--- src/rtl/ctrl_pkg.sv ---
// Shared definitions for the pipeline stall/flush controller and the datapath
// registers it steers.
package ctrl_pkg;

    localparam logic [0:0] ST_IDLE = 1'b0;
    localparam logic [0:0] ST_WAIT = 1'b1;

    typedef enum logic [0:0] {
        IDLE = ST_IDLE,
        WAIT = ST_WAIT
    } state_e;

    localparam logic [4:0] REG_ZERO = 5'd0;

    // Per-stage pipeline register control: hold the current contents or load a NOP.
    typedef struct packed {
        logic stall;
        logic flush;
    } stage_ctrl_t;

endpackage

--- src/rtl/pipeline_ctrl_if.sv ---
// Hazard sources from the datapath and the per-stage hold/bubble enables sent back to it.
interface pipeline_ctrl_if;

    logic [4:0] raddr1D;
    logic [4:0] raddr2D;
    logic       rs1_usedD;
    logic       rs2_usedD;
    logic [4:0] waddrE;
    logic       reg_wrE;
    logic       loadE;
    logic       br_takenE;
    logic       dmem_reqM;
    logic       dmem_ack;

    logic       stallF;
    logic       stallD;
    logic       stallE;
    logic       stallM;
    logic       flushD;
    logic       flushE;
    logic       flushW;

    modport master (
        output raddr1D, raddr2D, rs1_usedD, rs2_usedD, waddrE, reg_wrE, loadE,
               br_takenE, dmem_reqM, dmem_ack,
        input  stallF, stallD, stallE, stallM, flushD, flushE, flushW
    );

    modport slave (
        input  raddr1D, raddr2D, rs1_usedD, rs2_usedD, waddrE, reg_wrE, loadE,
               br_takenE, dmem_reqM, dmem_ack,
        output stallF, stallD, stallE, stallM, flushD, flushE, flushW
    );

endinterface

--- src/rtl/sat_counter.sv ---
// Event counter that sticks at all-ones instead of wrapping.
module sat_counter #(
    parameter int CNT_W = 32
) (
    input  logic             clk,
    input  logic             rst_n,
    input  logic             inc,
    output logic [CNT_W-1:0] count
);

    always_ff @(posedge clk or negedge rst_n) begin
        if (!rst_n) begin
            count <= '0;
        end else if (inc && (count != '1)) begin
            count <= count + 1'b1;
        end
    end

endmodule

--- src/rtl/pipeline_ctrl.sv ---
// Stall/flush controller for the 5-stage RV32I pipeline: load-use, taken-branch
// and memory-wait hazards, plus a memory-wait watchdog and performance counters.
//
//   state   | meaning
//   --------+--------------------------------------------------------------
//   ST_IDLE | no data-memory access outstanding, watchdog cleared
//   ST_WAIT | M-stage access pending without ack, watchdog counting
module pipeline_ctrl
    import ctrl_pkg::*;
#(
    parameter int MEM_TIMEOUT = 64,
    parameter int CNT_W       = 32
) (
    input  logic             clk,
    input  logic             rst_n,
    pipeline_ctrl_if.slave   pif,
    output logic             mem_err,
    output logic [CNT_W-1:0] stall_cnt,
    output logic [CNT_W-1:0] flush_cnt
);

    localparam int WC_W = $clog2(MEM_TIMEOUT + 1);
    localparam logic [WC_W-1:0] WC_MAX  = WC_W'(MEM_TIMEOUT);
    localparam logic [WC_W-1:0] WC_LAST = WC_W'(MEM_TIMEOUT - 1);

    logic        mem_busy;
    logic        lw_hazard;
    logic        rs1_hit;
    logic        rs2_hit;

    logic        stall_f;
    logic        stall_m;
    logic        flush_w;
    stage_ctrl_t ctrl_d;
    stage_ctrl_t ctrl_e;

    logic [0:0]      state_q;
    logic [0:0]      state_d;
    logic [WC_W-1:0] wait_cnt;
    logic [WC_W-1:0] wait_cnt_d;
    logic            err_set;

    assign mem_busy  = pif.dmem_reqM & ~pif.dmem_ack;
    assign rs1_hit   = pif.rs1_usedD & (pif.raddr1D == pif.waddrE);
    assign rs2_hit   = pif.rs2_usedD & (pif.raddr2D == pif.waddrE);
    assign lw_hazard = pif.loadE & pif.reg_wrE & (pif.waddrE != REG_ZERO) & (rs1_hit | rs2_hit);

    // A pending memory access freezes F..M, so E's branch/load is re-judged on release.
    always_comb begin
        stall_f = 1'b0;
        stall_m = 1'b0;
        flush_w = 1'b0;
        ctrl_d  = '0;
        ctrl_e  = '0;
        if (mem_busy) begin
            stall_f      = 1'b1;
            ctrl_d.stall = 1'b1;
            ctrl_e.stall = 1'b1;
            stall_m      = 1'b1;
            flush_w      = 1'b1;
        end else if (pif.br_takenE) begin
            ctrl_d.flush = 1'b1;
            ctrl_e.flush = 1'b1;
        end else if (lw_hazard) begin
            stall_f      = 1'b1;
            ctrl_d.stall = 1'b1;
            ctrl_e.flush = 1'b1;
        end
    end

    assign pif.stallF = stall_f;
    assign pif.stallD = ctrl_d.stall;
    assign pif.stallE = ctrl_e.stall;
    assign pif.stallM = stall_m;
    assign pif.flushD = ctrl_d.flush;
    assign pif.flushE = ctrl_e.flush;
    assign pif.flushW = flush_w;

    always_comb begin
        state_d = state_q;
        case (state_q)
            ST_IDLE: if (mem_busy) state_d = ST_WAIT;
            ST_WAIT: if (pif.dmem_ack || !pif.dmem_reqM) state_d = ST_IDLE;
            default: state_d = ST_IDLE;
        endcase
    end

    // Cleared on the way out of WAIT so a back-to-back access starts from zero.
    always_comb begin
        wait_cnt_d = '0;
        if ((state_q == ST_WAIT) && mem_busy) begin
            wait_cnt_d = (wait_cnt == WC_MAX) ? wait_cnt : wait_cnt + 1'b1;
        end
    end

    assign err_set = mem_busy && (wait_cnt == WC_LAST);

    always_ff @(posedge clk or negedge rst_n) begin
        if (!rst_n) begin
            state_q  <= ST_IDLE;
            wait_cnt <= '0;
            mem_err  <= 1'b0;
        end else begin
            state_q  <= state_d;
            wait_cnt <= wait_cnt_d;
            mem_err  <= mem_err | err_set;
        end
    end

    sat_counter #(.CNT_W(CNT_W)) u_stall_cnt (
        .clk   (clk),
        .rst_n (rst_n),
        .inc   (stall_f),
        .count (stall_cnt)
    );

    sat_counter #(.CNT_W(CNT_W)) u_flush_cnt (
        .clk   (clk),
        .rst_n (rst_n),
        .inc   (ctrl_d.flush | ctrl_e.flush),
        .count (flush_cnt)
    );

endmodule
--- src/flat_wrapper.sv ---
// flat-port wrapper written by rule: the top's interface ports become plain ports
module pipeline_ctrl_flat import ctrl_pkg::*;
#(
    parameter int MEM_TIMEOUT = 64,
    parameter int CNT_W       = 32
)
  (clk, rst_n, mem_err, stall_cnt, flush_cnt, pif_raddr1D, pif_raddr2D, pif_rs1_usedD, pif_rs2_usedD, pif_waddrE, pif_reg_wrE, pif_loadE, pif_br_takenE, pif_dmem_reqM, pif_dmem_ack, pif_stallF, pif_stallD, pif_stallE, pif_stallM, pif_flushD, pif_flushE, pif_flushW);
  pipeline_ctrl_if pif_i ();
  input  logic clk;
  input  logic rst_n;
  output logic mem_err;
  output logic [CNT_W-1:0] stall_cnt;
  output logic [CNT_W-1:0] flush_cnt;
  input wire logic [$bits(pif_i.raddr1D)-1:0] pif_raddr1D;
  input wire logic [$bits(pif_i.raddr2D)-1:0] pif_raddr2D;
  input wire logic [$bits(pif_i.rs1_usedD)-1:0] pif_rs1_usedD;
  input wire logic [$bits(pif_i.rs2_usedD)-1:0] pif_rs2_usedD;
  input wire logic [$bits(pif_i.waddrE)-1:0] pif_waddrE;
  input wire logic [$bits(pif_i.reg_wrE)-1:0] pif_reg_wrE;
  input wire logic [$bits(pif_i.loadE)-1:0] pif_loadE;
  input wire logic [$bits(pif_i.br_takenE)-1:0] pif_br_takenE;
  input wire logic [$bits(pif_i.dmem_reqM)-1:0] pif_dmem_reqM;
  input wire logic [$bits(pif_i.dmem_ack)-1:0] pif_dmem_ack;
  output wire logic [$bits(pif_i.stallF)-1:0] pif_stallF;
  output wire logic [$bits(pif_i.stallD)-1:0] pif_stallD;
  output wire logic [$bits(pif_i.stallE)-1:0] pif_stallE;
  output wire logic [$bits(pif_i.stallM)-1:0] pif_stallM;
  output wire logic [$bits(pif_i.flushD)-1:0] pif_flushD;
  output wire logic [$bits(pif_i.flushE)-1:0] pif_flushE;
  output wire logic [$bits(pif_i.flushW)-1:0] pif_flushW;
  assign pif_i.raddr1D = pif_raddr1D;
  assign pif_i.raddr2D = pif_raddr2D;
  assign pif_i.rs1_usedD = pif_rs1_usedD;
  assign pif_i.rs2_usedD = pif_rs2_usedD;
  assign pif_i.waddrE = pif_waddrE;
  assign pif_i.reg_wrE = pif_reg_wrE;
  assign pif_i.loadE = pif_loadE;
  assign pif_i.br_takenE = pif_br_takenE;
  assign pif_i.dmem_reqM = pif_dmem_reqM;
  assign pif_i.dmem_ack = pif_dmem_ack;
  assign pif_stallF = pif_i.stallF;
  assign pif_stallD = pif_i.stallD;
  assign pif_stallE = pif_i.stallE;
  assign pif_stallM = pif_i.stallM;
  assign pif_flushD = pif_i.flushD;
  assign pif_flushE = pif_i.flushE;
  assign pif_flushW = pif_i.flushW;
  pipeline_ctrl #(.MEM_TIMEOUT(MEM_TIMEOUT), .CNT_W(CNT_W)) u_core (.clk(clk), .rst_n(rst_n), .pif(pif_i), .mem_err(mem_err), .stall_cnt(stall_cnt), .flush_cnt(flush_cnt));
endmodule
--- config.mk ---
export PLATFORM = sky130hd
export DESIGN_NAME = pipeline_ctrl_flat
export DESIGN_NICKNAME = d
export VERILOG_FILES = /design/src/rtl/ctrl_pkg.sv /design/src/rtl/pipeline_ctrl_if.sv /design/src/rtl/sat_counter.sv /design/src/rtl/pipeline_ctrl.sv /design/src/flat_wrapper.sv
export SDC_FILE = /design/constraint.sdc
export NUM_CORES = 1
export LEC_CHECK = 0
export BUFFER_PORTS_ARGS = -buffer_cell sky130_fd_sc_hd__buf_2
export CORE_MARGIN = 4
export CORE_UTILIZATION = 54
export DETAILED_ROUTE_END_ITERATION = 7
export PLACE_DENSITY = 0.81
export SLEW_MARGIN = 20
export SYNTH_ARGS = -nofsm -noshare
export SYNTH_HDL_FRONTEND = slang
export SYNTH_HIERARCHICAL = 1
export SYNTH_SLANG_ARGS = --single-unit
--- constraint.sdc ---
create_clock -name clk -period 2.8 [get_ports clk]
set_input_delay 0.7 -clock clk [delete_from_list [all_inputs] [get_ports clk]]
set_output_delay 0.7 -clock clk [all_outputs]
set_load 0.05 [all_outputs]
==> results of run 1 <==
## Yosys cell counts, types with 2 or more instances
cell,count
dfrtp_1,73
xnor2_1,51
nand2_1,34
nand3_1,34
nand4_1,30
nor2_1,23
xor2_1,21
and4_1,8
nor4_1,8
inv_1,7
a21oi_1,6
nor3_1,6
o211ai_1,5
or4_4,5
and3_1,4
ha_1,4
nor3_2,4
buf_4,3
nand3b_1,3
nor4_2,3
a31oi_1,2
buf_6,2
clkbuf_1,2
mux2_1,2
mux2_2,2
nand2_2,2
nand2b_1,2
nand3_2,2
nand4_2,2
nor2b_1,2
nor4_4,2
o21bai_1,2
o31ai_4,2
## path summary, 6_finish.rpt
| kind | from | to | cells after the start |
|---|---|---|---|
| min reg2reg | u_core/mem_err | u_core/mem_err | 2 |
| max reg2reg | u_core/u_stall_cnt/count[4] | u_core/u_stall_cnt/count[24] | 5 |
| max in group asynchronous | rst_n | u_core/u_flush_cnt/count[8] | 2 |
| max | pif_waddrE[3] | pif_stallF | 6 |
| min in group clk | u_core/mem_err | u_core/mem_err | 2 |
| min | rst_n | u_core/wait_cnt[4] | 2 |
## layout make-up
type	count	area, um^2	share of cell area (%)
well taps	96	120	2.50
multi-input cells	281	2020	42.0
clock buffers	10	138	2.86
flip-flops and latches	73	1830	38.0
repair buffers	113	636	13.2
clock inverters	6	42.5	0.884
inverters	7	26.3	0.546
## flip-flops by register name (all words and copies together), names as in the netlist
name and cells:
u_core/u_flush_cnt/count 32, u_core/u_stall_cnt/count 32, u_core/wait_cnt 7, u_core/mem_err 1, u_core/state_q 1
## power breakdown
group	switching, mW	total (mW)	leakage, nW	internal (mW)
combinational	0.539	0.748	1.16	0.209
clock	0.401	0.748	0.0887	0.347
sequential	0.140	1.28	0.991	1.14
total	1.08	2.78	2.24	1.70
## repair_timing
item                                    in CTS  in global routing
buffers inserted                             1                  0
gates resized for setup                      4                  6
endpoints found under the setup margin       2                  6
pin swaps                                    1                  4
## logic make-up after synthesis
family                     share of synthesized area [%]
AOI/OAI and AO/OA                                   4.80
xor gates and xnor gates                            16.2
adders and majority gates                           1.29
buffers and inverters                               2.03
DFF                                                 47.1
muxes                                               1.42
and+or+nand+nor                                     27.1
## worst max-delay path, stage by stage
cell	delay, ns
buf_2	0.12
xor2_1	0.18
nor4_2	0.33
a32oi_2	0.13
o31ai_4	0.36
buf_6	0.21
## through the flow
stage | hold slack [ns] | instance area [um^2] | setup slack [ns]
after floorplan | 0.404 | 3900 | -0.350
after global placement | 0.441 | 4580 | -0.0269
after detailed placement | 0.473 | 4580 | -0.157
after CTS | 0.384 | 4780 | 0.0180
after global routing | 0.407 | 4810 | -0.0457
final | 0.376 | 4810 | 0.0569
## metal layers
metal	GRT usage, %	part of all wire, %	vias up
li1	-	-	1558
met1	29.3	44	1602
met2	35.1	49	109
met3	3.90	5.7	15
met4	9.04	1.6	0
met5	0	0	-
## cell usage in the layout, fill, tap and decap left out, types with 3 or more instances in the layout
master    instances
nor2_1           22
buf_4            17
nand4_1          30
o211ai_1          5
nor3_1            4
dfrtp_1          73
and3_1            3
inv_1             7
nand3_1          33
nor4_2            4
o31ai_4           3
a21oi_1           6
buf_2            93
nor3_2            6
nand3_2           3
and4_1            8
clkbuf_8         10
or4_4             5
xnor2_1          51
nand3b_1          3
nand2_1          34
xor2_1           21
nor4_1            7
ha_1              4
==> impl_metrics.env, run 1 <==
export IMPL_status="finished clean"
export IMPL_fin_tns_setup_ns=0
export IMPL_cap_viol_max_count=0
export IMPL_grt_pass1_wl_um=15400
export IMPL_avgViaCountPerCell=5.60
export IMPL_utilization_pct=69.7
export IMPL_gp_congestion=0.917
export IMPL_synth_top_area_share_pct=47.1
export IMPL_ant_nets=0
export IMPL_grt_pass1_vias=3292
export IMPL_wire_per_inst_um=15.5
export IMPL_synth_edf_count=0
export IMPL_syn_inst=368
export IMPL_grt_overflow_total=0
export IMPL_grt_max_degree=74
export IMPL_hold_class="in2async"
export IMPL_fin_nets=513
export IMPL_clk_latency_ns=0.34
export IMPL_core_area_mm2=0.00691
export IMPL_drive_above_1_share_pct=33.5
export IMPL_crit_type="in2out"
export IMPL_yosysSeqAreaShare_pct=47.1
export IMPL_p_leak_nw=2.24
export IMPL_routed_wl_um=9080
export IMPL_root_buffer="clkbuf_8"
export IMPL_synth_top_area_cell="dfrtp_1"
export IMPL_end_kind="primary output"
export IMPL_yosysWarnings=6
export IMPL_rows=30
export IMPL_p_per_area_mw_per_mm2=578
export IMPL_cts_sinks=73
export IMPL_vdd_drop_max_uv=393
export IMPL_fp_dieW_um=92.8
export IMPL_reg2reg_slack_ns=0.74
export IMPL_clockBufferDepth=2
export IMPL_dieArea_mm2=0.00861
export IMPL_start_util_pct=56.2
export IMPL_port_buffers=95
export IMPL_area_growth_pct=24.0
export IMPL_syn_num_nets=396
export IMPL_ys_top_cells_by_area="dfrtp_1, xnor2_1, nand4_1"
export IMPL_finalSetupViolCount=0
export IMPL_finalCritPeriodShare_pct=98.0
export IMPL_period_minus_slack_ns=2.74
export IMPL_vias=3284
export IMPL_async_flop_share_pct=100
export IMPL_first_pass_iters=5
export IMPL_tightestPinTransition_ns=0.415
export IMPL_yosysUniqueCellTypes=43
export IMPL_drcViolationCount=0
export IMPL_grt_usage_pct=21.9
export IMPL_antenna_cells=0
export IMPL_die_h_um=92.8
export IMPL_fin_cells=586
export IMPL_netlist_area_mm2=0.00388
export IMPL_dp_cells=569
export IMPL_htreeDepth=3
export IMPL_arrival_ns=2.04
export IMPL_finalMaxSlewViolations=0
export IMPL_clock_fmax_ghz=0.365
export IMPL_nFillCells=560
export IMPL_clock_skew_ns=0.0120
export IMPL_critPathLaunchType="input pin"
export IMPL_cp_required_ns=2.10
export IMPL_ios=96
export IMPL_hpwl_um=6620
export IMPL_path_clk_slew_ns=0.07
export IMPL_fin_total_pwr_mw=2.78
export IMPL_cts_hold_buf=0
export IMPL_slew_headroom_pct=72.0
export IMPL_worstPathMaxFanout=3
export IMPL_synth_top_flop_cell="dfrtp_1"
export IMPL_antenna_found_initial=0
export IMPL_drtIter0Drc=165
export IMPL_finalHoldViolations=0
export IMPL_synth_seq_cells=73
export IMPL_avgSynthCellArea_um2=10.5
export IMPL_cts_tree="built"
export IMPL_cts_made_buffers=9
No activity file was read; power rests on OpenSTA's default activity.
==> run 2, diff against run 1 <==
--- a/config.mk
+++ b/config.mk
@@ -6,11 +6,11 @@
 export NUM_CORES = 1
 export LEC_CHECK = 0
 export BUFFER_PORTS_ARGS = -buffer_cell sky130_fd_sc_hd__buf_2
+export CAP_MARGIN = 5
 export CORE_MARGIN = 4
-export CORE_UTILIZATION = 54
+export CORE_UTILIZATION = 46
 export DETAILED_ROUTE_END_ITERATION = 7
-export PLACE_DENSITY = 0.81
-export SLEW_MARGIN = 20
+export PLACE_DENSITY = 0.7
 export SYNTH_ARGS = -nofsm -noshare
 export SYNTH_HDL_FRONTEND = slang
 export SYNTH_HIERARCHICAL = 1
==> run 2 against run 1 <==
Total power grew 6.9%; critical endpoint unchanged; global-route usage shrank 3.1 points; non-clock buffer count is the same; maximum frequency grew 0.80%; clock power grew 26%; combinational power is essentially flat.
==> impl_metrics.env, run 2 (synthesis gave the netlist of run 1 again) <==
export IMPL_fin_cells=595
export IMPL_fin_nets=513
export IMPL_p_sw_share_pct=36.0
export IMPL_p_int_mw=1.90
export IMPL_antenna_cells=0
export IMPL_p_sw_mw=1.07
export IMPL_grt_usage_pct=18.8
export IMPL_clockBufferDepth=2
export IMPL_routed_wl_um=9070
export IMPL_wire_per_inst_um=15.2
export IMPL_area_growth_pct=25.9
export IMPL_cap_viol_max_count=0
export IMPL_hold_slack_ns=0.374
export IMPL_avgViaCountPerCell=5.39
export IMPL_first_pass_iters=4
export IMPL_crit_start="pif_raddr2D[2]"
export IMPL_crit_type="in2out"
export IMPL_critPathLaunchType="input pin"
export IMPL_finalWorstSetupSlack_ns=0.0786
export IMPL_arrival_ns=2.02
export IMPL_root_buffer="clkbuf_8"
export IMPL_hold_class="in2async"
export IMPL_vdd_drop_max_uv=529
export IMPL_cp_required_ns=2.10
export IMPL_seq_power_share_pct=43.3
export IMPL_dp_cells=578
export IMPL_hpwl_um=6720
export IMPL_port_buffers=95
export IMPL_period_minus_slack_ns=2.72
export IMPL_drtIter0Drc=104
export IMPL_end_kind="primary output"
export IMPL_cts_made_buffers=9
export IMPL_antenna_found_initial=0
export IMPL_finalCritPeriodShare_pct=97.2
export IMPL_htreeDepth=3
export IMPL_clock_fmax_ghz=0.367
export IMPL_grt_pass1_vias=3194
export IMPL_core_area_mm2=0.00822
export IMPL_start_util_pct=47.2
export IMPL_tightestPinTransition_ns=0.405
export IMPL_worstPathMaxFanout=3
export IMPL_place_ws_ns=-0.160
export IMPL_final_cell_mix="buf_2, dfrtp_1, xnor2_1"
export IMPL_finalHoldViolations=0
export IMPL_vias=3207
export IMPL_clockPowerShare_pct=31.6
export IMPL_reg_top3="u_core/u_flush_cnt/count: 32 flops, u_core/u_stall_cnt/count: 32 flops, u_core/wait_cnt: 7 flops"
export IMPL_drcViolationCount=0
export IMPL_critPathSlowestCell="o31ai_4"
export IMPL_crit_chain="buf_6 > xor2_2 > nor4_2 > a32oi_2 > o31ai_4 > buf_6"
export IMPL_grt_max_degree=74
export IMPL_gp_congestion=0.860
export IMPL_crit_path_frequent_cell="buf_6"
export IMPL_worst_path_largest_cell_delay_ns=0.36
export IMPL_clock_skew_ns=0.00933
export IMPL_p_per_area_mw_per_mm2=608
export IMPL_utilization_pct=59.4
export IMPL_finalSetupViolCount=0
export IMPL_dieArea_mm2=0.00997
export IMPL_finalMaxSlewViolations=0
export IMPL_p_leak_nw=2.28
export IMPL_fp_dieW_um=99.9
export IMPL_final_common_cell="buf_2"
export IMPL_path_clk_slew_ns=0.08
export IMPL_cts_sinks=73
export IMPL_grt_pass1_wl_um=15300
export IMPL_ant_nets=0
export IMPL_cts_tree="built"
export IMPL_fin_tns_setup_ns=0
export IMPL_die_h_um=99.9
export IMPL_clk_latency_ns=0.34
export IMPL_timing_rr_start="u_core/u_stall_cnt/count[23]"
export IMPL_grt_overflow_total=0
export IMPL_status="finished clean"
export IMPL_ios=96
export IMPL_slew_headroom_pct=72.7
export IMPL_rsz0062_at_grt="true"
export IMPL_rows=33
export IMPL_p_comb_share_pct=25.1
export IMPL_drive_above_1_share_pct=33.3
## run 2: cell types whose count changed in the layout (fill, tap and decap cells not counted)
cell	change
buf_2	-2
clkbuf_8	+1
nor3_2	-1
clkinv_4	-1
xor2_2	+1
nor2b_2	-1
buf_6	+2
nor3_1	+1
inv_6	-1
clkinvlp_4	-1
nor2b_1	+1
bufinv_16	+2
xor2_1	-1
## run 2: worst max-delay path: cells and delay by family
kind	cells	cell delay, ns
AO/OA/AOI/OAI	2	0.55
XOR/XNOR	1	0.17
buffers and inverters	2	0.31
AND/OR/NAND/NOR	1	0.29
## run 2: worst paths after layout
check	end	slack [ns]	depth (start not counted)
max in group asynchronous	u_core/u_flush_cnt/count[14]	2.11	2
setup reg to reg	u_core/u_stall_cnt/count[1]	0.76	6
setup / recovery	pif_stallF	0.08	6
hold reg to reg	u_core/mem_err	0.47	2
min in group clk	u_core/mem_err	0.47	2
hold / removal	u_core/wait_cnt[4]	0.37	2
## run 2: what timing repair did
item	in CTS	in global routing
buffers inserted	0	1
cloned	0	0
pin swaps	1	6
setup endpoints to repair	2	2
resized for setup	2	10
hold buffers	0	0
## run 2: metrics by stage
stage	power, mW	area, um^2
6_report	2.97	4880
5_1_grt	3.11	4880
4_1_cts	2.98	4830
3_5_place_dp	2.04	4590
3_3_place_gp	2.02	4590
2_1_floorplan	1.81	3900
## run 2: layout make-up
type / instances / area (um^2)
multi-input combinational: 281 / 2020
inverter: 7 / 26.3
fill: 677 / 3330
tap: 105 / 131
sequential: 73 / 1830
timing repair buffer: 113 / 648
clock inverter: 5 / 77.6
clock buffer: 11 / 151
## run 2: metal layers
metal / share of wire, % / wire [um] / vias to the layer above / global-route usage [%]
met1: 45 / 4070 / 1555 / 25.2
met3: 5.2 / 473 / 13 / 4.59
li1: - / - / 1561 / -
met2: 49 / 4410 / 78 / 30.7
met4: 1.2 / 111 / 0 / 5.04
met5: 0 / 0 / - / 0
## run 2: power by group through the flow
stage | logic (mW) | clock network (mW) | registers, mW
after floorplan | 0.222 | 0 | 1.59
after global placement | 0.726 | 0 | 1.30
after detailed placement | 0.736 | 0 | 1.30
after CTS | 0.740 | 0.959 | 1.28
after global routing | 0.794 | 1.01 | 1.31
final | 0.745 | 0.939 | 1.29
==> run 3, diff against run 2 <==
--- a/config.mk
+++ b/config.mk
@@ -10,6 +10,7 @@
 export CORE_MARGIN = 4
 export CORE_UTILIZATION = 46
 export DETAILED_ROUTE_END_ITERATION = 7
+export MAX_ROUTING_LAYER = met4
 export PLACE_DENSITY = 0.7
 export SYNTH_ARGS = -nofsm -noshare
 export SYNTH_HDL_FRONTEND = slang
==> run 3 against run 2 <==
Count of clock-buffer cells in the layout is the same; critical path depth stayed put; highest routed layer unchanged; sequential power hardly changed; non-clock buffer count stayed put; clock power hardly changed; final cell count unchanged.
==> impl_metrics.env, run 3 (synthesis gave the netlist of run 1 again) <==
export IMPL_antenna_cells=0
export IMPL_grt_max_degree=74
export IMPL_fin_area_mm2=0.00488
export IMPL_grt_pass1_wl_um=15300
export IMPL_finalCritPeriodShare_pct=97.2
export IMPL_drtIter0Drc=128
export IMPL_clock_skew_ns=0.00870
export IMPL_crit_chain="buf_6 > xor2_2 > nor4_2 > a32oi_2 > o31ai_4 > buf_6"
export IMPL_cts_hold_buf=0
export IMPL_p_per_area_mw_per_mm2=607
export IMPL_avgViaCountPerCell=5.35
export IMPL_p_leak_nw=2.28
export IMPL_final_cell_mix="buf_2, dfrtp_1, xnor2_1"
export IMPL_final_common_cell="buf_2"
export IMPL_rows=33
export IMPL_slew_headroom_pct=72.8
export IMPL_worstPathMaxFanout=3
export IMPL_finalHoldViolations=0
export IMPL_fin_cells=595
export IMPL_tightestPinTransition_ns=0.404
export IMPL_timing_rr_start="u_core/u_stall_cnt/count[23]"
export IMPL_grt_pass1_vias=3189
export IMPL_critPathSlowestCell="o31ai_4"
export IMPL_arrival_ns=2.02
export IMPL_critPathLaunchType="input pin"
export IMPL_reg_top3="u_core/u_flush_cnt/count: 32 flops, u_core/u_stall_cnt/count: 32 flops, u_core/wait_cnt: 7 flops"
export IMPL_worst_path_largest_cell_delay_ns=0.36
export IMPL_core_area_mm2=0.00822
export IMPL_cap_viol_max_count=0
export IMPL_dp_cells=578
export IMPL_finalMaxSlewViolations=0
export IMPL_drcViolationCount=0
export IMPL_area_growth_pct=25.9
export IMPL_path_delay_family="compound AO/OA/AOI/OAI gates"
export IMPL_crit_type="in2out"
export IMPL_htreeDepth=3
export IMPL_cts_sinks=73
export IMPL_drive_above_1_share_pct=33.3
export IMPL_fin_nets=513
export IMPL_die_h_um=99.9
export IMPL_vdd_drop_max_uv=529
export IMPL_root_buffer="clkbuf_8"
export IMPL_cts_tree="built"
export IMPL_ant_nets=0
export IMPL_clk_latency_ns=0.34
export IMPL_crit_path_frequent_cell="buf_6"
export IMPL_grt_overflow_total=0
export IMPL_clock_fmax_ghz=0.367
export IMPL_cts_made_buffers=9
export IMPL_wire_per_inst_um=15.1
export IMPL_port_buffers=95
export IMPL_fin_total_pwr_mw=2.97
export IMPL_nFillCells=677
export IMPL_routed_wl_um=9010
export IMPL_hpwl_um=6720
export IMPL_worst_r2r_path_depth=6
export IMPL_period_minus_slack_ns=2.72
export IMPL_start_util_pct=47.2
export IMPL_antenna_found_initial=0
export IMPL_clockBufferDepth=2
export IMPL_status="finished clean"
export IMPL_vias=3182
export IMPL_ios=96
export IMPL_rsz0062_at_grt="true"
export IMPL_hold_class="in2async"
export IMPL_grt_usage_pct=19.4
export IMPL_fp_dieW_um=99.9
export IMPL_path_clk_slew_ns=0.07
export IMPL_cp_num_buf_inv=2
export IMPL_gp_congestion=0.874
export IMPL_dieArea_mm2=0.00997
export IMPL_regToRegEndpoint="u_core/u_stall_cnt/count[1]"
export IMPL_finalSetupViolCount=0
export IMPL_first_pass_iters=6
export IMPL_placed_area_mm2=0.00459
export IMPL_cp_required_ns=2.10
export IMPL_end_kind="primary output"
export IMPL_reg2reg_slack_ns=0.76
run 3: cell counts in the layout (fill, tap and decap cells not counted):
Identical to the previous run, type by type.
run 3: repair_timing:
action	CTS	global route
resized for setup	2	10
setup endpoints to repair	2	2
pin swaps	1	6
setup buffers	0	1
run 3: where the power goes:
part | internal, mW | switching [mW] | total, mW
combinational | 0.209 | 0.534 | 0.743
clock | 0.548 | 0.389 | 0.937
sequential | 1.14 | 0.142 | 1.29
run 3: worst max-delay path by stage:
stage              startpoint                            to  slack, ns  cells after the start
2_1_floorplan   pif_waddrE[4]  u_core/u_stall_cnt/count[25]      -0.35                      9
3_3_place_gp    pif_waddrE[4]  u_core/u_stall_cnt/count[15]      -0.07                     10
3_5_place_dp    pif_waddrE[4]  u_core/u_stall_cnt/count[25]      -0.16                     10
4_1_cts         pif_waddrE[4]                    pif_stallF      -0.01                      6
5_1_grt         pif_waddrE[3]                    pif_stallF       0.03                      6
6_report       pif_raddr2D[2]                    pif_stallF       0.08                      6
run 3: cell type report:
class                      count  area (um^2)  area share [%]
tap                          105          131            2.69
sequential                    73         1830            37.4
multi-input combinational    281         2020            41.4
inverter                       7         26.3           0.538
clock inverter                 5         77.6            1.59
clock buffer                  11          151            3.10
timing repair buffer         113          648            13.3
run 3: metrics by stage:
step	util, %	setup slack [ns]	setup TNS (ns)	hold slack (ns)
floorplan	-	-0.350	-4.52	0.404
global placement	55.9	-0.0699	-0.476	0.444
detailed placement	55.9	-0.160	-2.86	0.452
CTS	58.7	-0.0105	-0.0199	0.392
global route	59.4	0.0346	0	0.401
finish	59.4	0.0778	0	0.380
run 3: worst register-to-register path, stage by stage (launching register included):
cell and delay, ns:
dfrtp_1 0.47, nand4_1 0.22, nor4_4 0.32, buf_4 0.19, nand2_2 0.08, o31ai_4 0.29
mux2_1 0.35
run 3: layer usage:
layer,vias up,routed length (um),track usage [%]
met5,-,0,-
met4,0,112,5.67
met3,13,464,3.89
met2,76,4410,30.6
met1,1532,4030,25.3
li1,1561,-,-
